--- src/rtl/sar_search_ctrl.sv ---
`default_nettype none
// ============================================================================
// Module   : sar_search_ctrl
// Purpose  : Successive-approximation search controller. It drives a trial
//            value to an external magnitude comparator and narrows in on the
//            target one bit per cycle, MSB first.
// Revision : 1.0 - initial release
// ----------------------------------------------------------------------------
// Parameters
//   WIDTH   width of guess / result (1..8)
// Ports
//   clk     clock, rising edge
//   rst_n   synchronous active-low reset
//   start   begin a new search (accepted only while idle)
//   cmp_in  comparator result {target>guess, target==guess, target<guess}
//   guess   trial value presented to the comparator
//   busy    search in progress
//   done    one-cycle completion pulse
//   result  converged value, held until the next accepted start
//   err     search aborted on a non-one-hot cmp_in code (valid with done)
// Configuration
//   SAR_EARLY_EXIT_EN  when defined, a trial that hits target==guess ends
//                      the search immediately (same result, shorter latency)
// ============================================================================
module sar_search_ctrl #(
    parameter int WIDTH = 2
) (
    input  logic             clk,
    input  logic             rst_n,
    input  logic             start,
    input  logic [2:0]       cmp_in,
    output logic [WIDTH-1:0] guess,
    output logic             busy,
    output logic             done,
    output logic [WIDTH-1:0] result,
    output logic             err
);

    localparam int               c_IW      = (WIDTH > 1) ? $clog2(WIDTH) : 1;
    localparam logic [c_IW-1:0]  c_IDX_TOP = c_IW'(WIDTH - 1);
    localparam logic [c_IW-1:0]  c_IDX_ONE = c_IW'(1);
    localparam logic [WIDTH-1:0] c_ONE     = WIDTH'(1);
    localparam logic [WIDTH-1:0] c_MSB     = c_ONE << (WIDTH - 1);

    localparam logic [1:0] c_ST_IDLE  = 2'd0;
    localparam logic [1:0] c_ST_TRIAL = 2'd1;
    localparam logic [1:0] c_ST_DONE  = 2'd2;

    logic [1:0]       r_state;
    logic [c_IW-1:0]  r_idx;
    logic [WIDTH-1:0] r_guess;
    logic [WIDTH-1:0] r_result;
    logic             r_err;

    logic [1:0]       w_state_nxt;
    logic [c_IW-1:0]  w_idx_nxt;
    logic [WIDTH-1:0] w_guess_nxt;
    logic [WIDTH-1:0] w_result_nxt;
    logic             w_err_nxt;

    logic             w_legal;
    logic [WIDTH-1:0] w_bit;
    logic [WIDTH-1:0] w_kept;

    // Exactly one comparator flag must be set; anything else aborts.
    assign w_legal = (cmp_in == 3'b100) || (cmp_in == 3'b010) || (cmp_in == 3'b001);
    assign w_bit   = c_ONE << r_idx;
    // Trial bit survives unless the target lies below the guess.
    assign w_kept  = cmp_in[0] ? (r_guess & ~w_bit) : r_guess;

    // ------------------------------------------------------------------
    // State register
    // ------------------------------------------------------------------
    always_ff @(posedge clk) begin
        if (!rst_n) begin
            r_state  <= c_ST_IDLE;
            r_idx    <= c_IDX_TOP;
            r_guess  <= '0;
            r_result <= '0;
            r_err    <= 1'b0;
        end else begin
            r_state  <= w_state_nxt;
            r_idx    <= w_idx_nxt;
            r_guess  <= w_guess_nxt;
            r_result <= w_result_nxt;
            r_err    <= w_err_nxt;
        end
    end

    // ------------------------------------------------------------------
    // Next-state and datapath
    // ------------------------------------------------------------------
    always_comb begin
        w_state_nxt  = r_state;
        w_idx_nxt    = r_idx;
        w_guess_nxt  = r_guess;
        w_result_nxt = r_result;
        w_err_nxt    = r_err;
        case (r_state)
            c_ST_IDLE: begin
                if (start) begin
                    w_state_nxt = c_ST_TRIAL;
                    w_idx_nxt   = c_IDX_TOP;
                    w_guess_nxt = c_MSB;
                    w_err_nxt   = 1'b0;
                end
            end
            c_ST_TRIAL: begin
                if (!w_legal) begin
                    w_result_nxt = r_guess;
                    w_guess_nxt  = r_guess;
                    w_err_nxt    = 1'b1;
                    w_state_nxt  = c_ST_DONE;
                end
`ifdef SAR_EARLY_EXIT_EN
                else if (cmp_in[1]) begin
                    w_result_nxt = r_guess;
                    w_guess_nxt  = r_guess;
                    w_state_nxt  = c_ST_DONE;
                end
`endif
                else if (r_idx == '0) begin
                    w_result_nxt = w_kept;
                    w_guess_nxt  = w_kept;
                    w_state_nxt  = c_ST_DONE;
                end else begin
                    w_idx_nxt   = r_idx - c_IDX_ONE;
                    w_guess_nxt = w_kept | (w_bit >> 1);
                end
            end
            c_ST_DONE: begin
                w_state_nxt = c_ST_IDLE;
            end
            default: begin
                w_state_nxt = c_ST_IDLE;
            end
        endcase
    end

    // ------------------------------------------------------------------
    // Outputs
    // ------------------------------------------------------------------
    always_comb begin
        busy   = (r_state == c_ST_TRIAL);
        done   = (r_state == c_ST_DONE);
        guess  = r_guess;
        result = r_result;
        err    = r_err;
    end

endmodule
`default_nettype wire

--- config.mk ---
export PLATFORM = sky130hd
export DESIGN_NAME = sar_search_ctrl
export DESIGN_NICKNAME = d
export VERILOG_FILES = /design/src/rtl/sar_search_ctrl.sv
export SDC_FILE = /design/constraint.sdc
export NUM_CORES = 1
export LEC_CHECK = 0
export ABC_CLOCK_PERIOD_IN_PS = 2700
export CAP_MARGIN = 15
export CORE_AREA = 2 2 39 41
export CTS_CLUSTER_DIAMETER = 200
export CTS_CLUSTER_SIZE = 25
export DETAILED_ROUTE_END_ITERATION = 7
export DIE_AREA = 0 0 41 43
export GPL_ROUTABILITY_DRIVEN = 1
export GPL_TIMING_DRIVEN = 0
export PLACE_DENSITY = 0.66
export SETUP_SLACK_MARGIN = 0.15
export SLEW_MARGIN = 20
export SYNTH_ARGS = -nofsm -noshare
export SYNTH_HDL_FRONTEND = slang
export SYNTH_SLANG_ARGS = --single-unit
--- constraint.sdc ---
create_clock -name clk -period 2.7 [get_ports clk]
set_clock_uncertainty 0.05 [all_clocks]
set_input_delay 0.27 -clock clk [delete_from_list [all_inputs] [get_ports clk]]
set_output_delay 0.27 -clock clk [all_outputs]
set_load 0.02 [all_outputs]
==> results.md <==
- CTS tree: done
- Post-CTS sizing: 0
- IO Count: 13
- Clock Pin Slew Worst Setup and Hold Paths: around 60 ps
- Crit-path max FO: 4
- Crit-path cells: nand2b_1, inv_1, clkdlybuf4s50_1
- Clock sink count: 8
- Mapped Avg Cell Area: between 9 and 10 sq um
- Synthesized cell area: 387 sq um
- PortBufs: 12
- Initial Utilization: approximately 28%
- Avg WL per Cell: approximately 11 um
- Routability cong.: roughly 0.7
- P&R area growth vs syn: 42.1%
- Worst reg-to-reg setup slack: between 1000 and 1500 ps
- Vias in the first global route: 290
- Maxcap violations: 0
- Fraction of layout cells with a size suffix above 1: 12.7%
- Setup Buffers After CTS: 0
- Final min period: 1880 ps
- GR Util All Layers: 10.5%
- FF-to-FF End: result[0]
- Pin count of the biggest net entering global routing: 8
- Seq/Total Area, Yosys: between 40% and 50%
- Arr. time, crit path: between 1500 and 2000 ps
- Mapped Cells: 40
- CP Launch Type: flop
- Synth Register Bits: 8
- Kind of critical path: flop to output pin
- Number of diodes: 0
- Final hold violation count: 0
- DRT Pass-1 Iters: 2
- Drt drc: 0
- Power Density: ~520 nW/um^2
- TNS Setup: 0 ps
- CTS root buf: clkbuf_4
- Critical path's top delay family: buffers and inverters
- Fin util: roughly two fifths
- Post-synth net total: 46
- Layout Cells excl Fill: 71
- CTS Buf Count: 3
- Finish-stage setup viols: 0
- Clk_lat worst skew: ~260 ps
- Core footprint: roughly 1400 sq um
- EDFF count, synth: 0
- CP endpoint: busy
- FMAX: approximately 0.53 GHz
- Final WL: approximately 820 um
- Row count: 14
- Critical Path Max Stage Delay: 620 ps
- WP data required: between 2000 and 2500 ps
- RSZ-0062 raised after global routing: no
- Most common cell after layout, fill and taps aside: clkdlybuf4s50_1
- Slowest stage cell, crit path: clkdlybuf4s50_1
- Main synth FF type: dfxtp_1
- Iteration-0 DRC count of the detailed router: 3
- Status: completed
- Crit path buf inv count: 2
- Placed insts: between 60 and 70
- Worst slew pin tran: ~390 ps
- H-tree levels: 1
- Setup crit start: r_state[1]
- Die W: just over 40 um
- Yosys warns: 0
- Final Cycle Share: between 60% and 70%
- First-pass GRT wire length: between 1000 and 1500 um
- Maximum buffer depth of the clock tree: 2
- Worst r2r path cells: 4
- Cts hold-fix bufs: 0
- Yosys cell types: 21
- Crit end category: output pin
- Die Area: approximately 1800 sq um
- Initial antenna violation count: 0
- Leakage: 0.223 nW
- Post-DP HPWL: approximately 620 um
- Commonest cells after routing, fill and taps aside: clkdlybuf4s50_1, dfxtp_1, nor2_1
- ANT nets after route: 0
- Global route overflow: 0
- Tightest Hold Check Type: flop to flop
- Crit. path cell count: 3
- Post-synthesis async set-or-reset flop share: 0%
- Worst reg2reg path startpoint: r_idx
- Worst vdd ir: around 0.15 mV
- Total number of vias: between 300 and 400
- Via/cell ratio: 4.87
- Die Span Y: between 40 and 50 um
- Post-layout net count: 63
- Slew headroom: between 70 and 80%
- Final slew viol count: 0
==> kinds of logic (layout without fill, tap and decap cells) <==
logic type | count (synthesis) | in the layout | synth area share, %
xor+xnor | 1 | 1 | 4.21
simple gates | 14 | 14 | 20.1
mux | 2 | 2 | 5.18
buf+inv | 3 | 18 | 2.91
flops | 8 | 8 | 41.4
compound gates | 12 | 12 | 26.2
==> cell type report <==
| class | instances | area [sq um] |
|---|---|---|
| clock buffer | 3 | 22.5 |
| inverter | 3 | 11.3 |
| tap | 16 | 20.0 |
| timing repair buffer | 12 | 120 |
| sequential | 8 | 160 |
| multi-input combinational | 29 | 215 |
| fill | 143 | 835 |
==> sequential cells by signal (all words and copies together) (netlist names) <==
name,count
r_idx,1
guess,2
result,2
err,1
r_state,2
==> how the worst min path moves through the flow <==
stage               depth (start not counted)      start   endpoint  slack (ps)
floorplan                                   1      rst_n      r_idx         290
global placement                            2  result[1]  result[1]         420
detailed placement                          2  result[0]  result[0]         440
CTS                                         2   guess[1]   guess[1]         450
global route                                2   guess[1]   guess[1]         470
finish                                      2   guess[1]   guess[1]         450
==> metrics by stage <==
step / hold WS, ps / setup WS, ps / instance area (sq um) / power (W)
after detailed placement: 440 / 755 / 527 / 0.000194
after global placement: 425 / 777 / 527 / 0.000193
after floorplan: 292 / 1270 / 387 / 0.000166
final: 448 / 823 / 549 / 0.000286
after global routing: 473 / 739 / 549 / 0.000302
after CTS: 453 / 800 / 549 / 0.000294
==> metal layers <==
metal	track usage [%]	wire (um)
met1	12.6	358
met2	14.7	394
met3	1.57	42
met4	10.0	19
met5	0	0
==> worst register-to-register path, cell delays in order, from the launching register on <==
cell and delay, ps:
dfxtp_1 370, and4bb_1 230, a311oi_2 400, mux2i_1 230, nor2_1 50
==> where the power goes <==
part | internal (W) | switching, W
Combinational | 0.0000291 | 0.0000319
Sequential | 0.000125 | 0.00000494
Clock | 0.0000511 | 0.0000447
==> cell usage after synthesis (2+ instances only) <==
master   number  area, sq um
mux2i_1       2         20.0
dfxtp_1       8          160
nor2_1        4         15.0
o21ai_0       3         15.0
inv_1         3         11.3
a21oi_1       3         15.0
nand2_1       3         11.3
No activity file was read; power rests on OpenSTA's default activity.
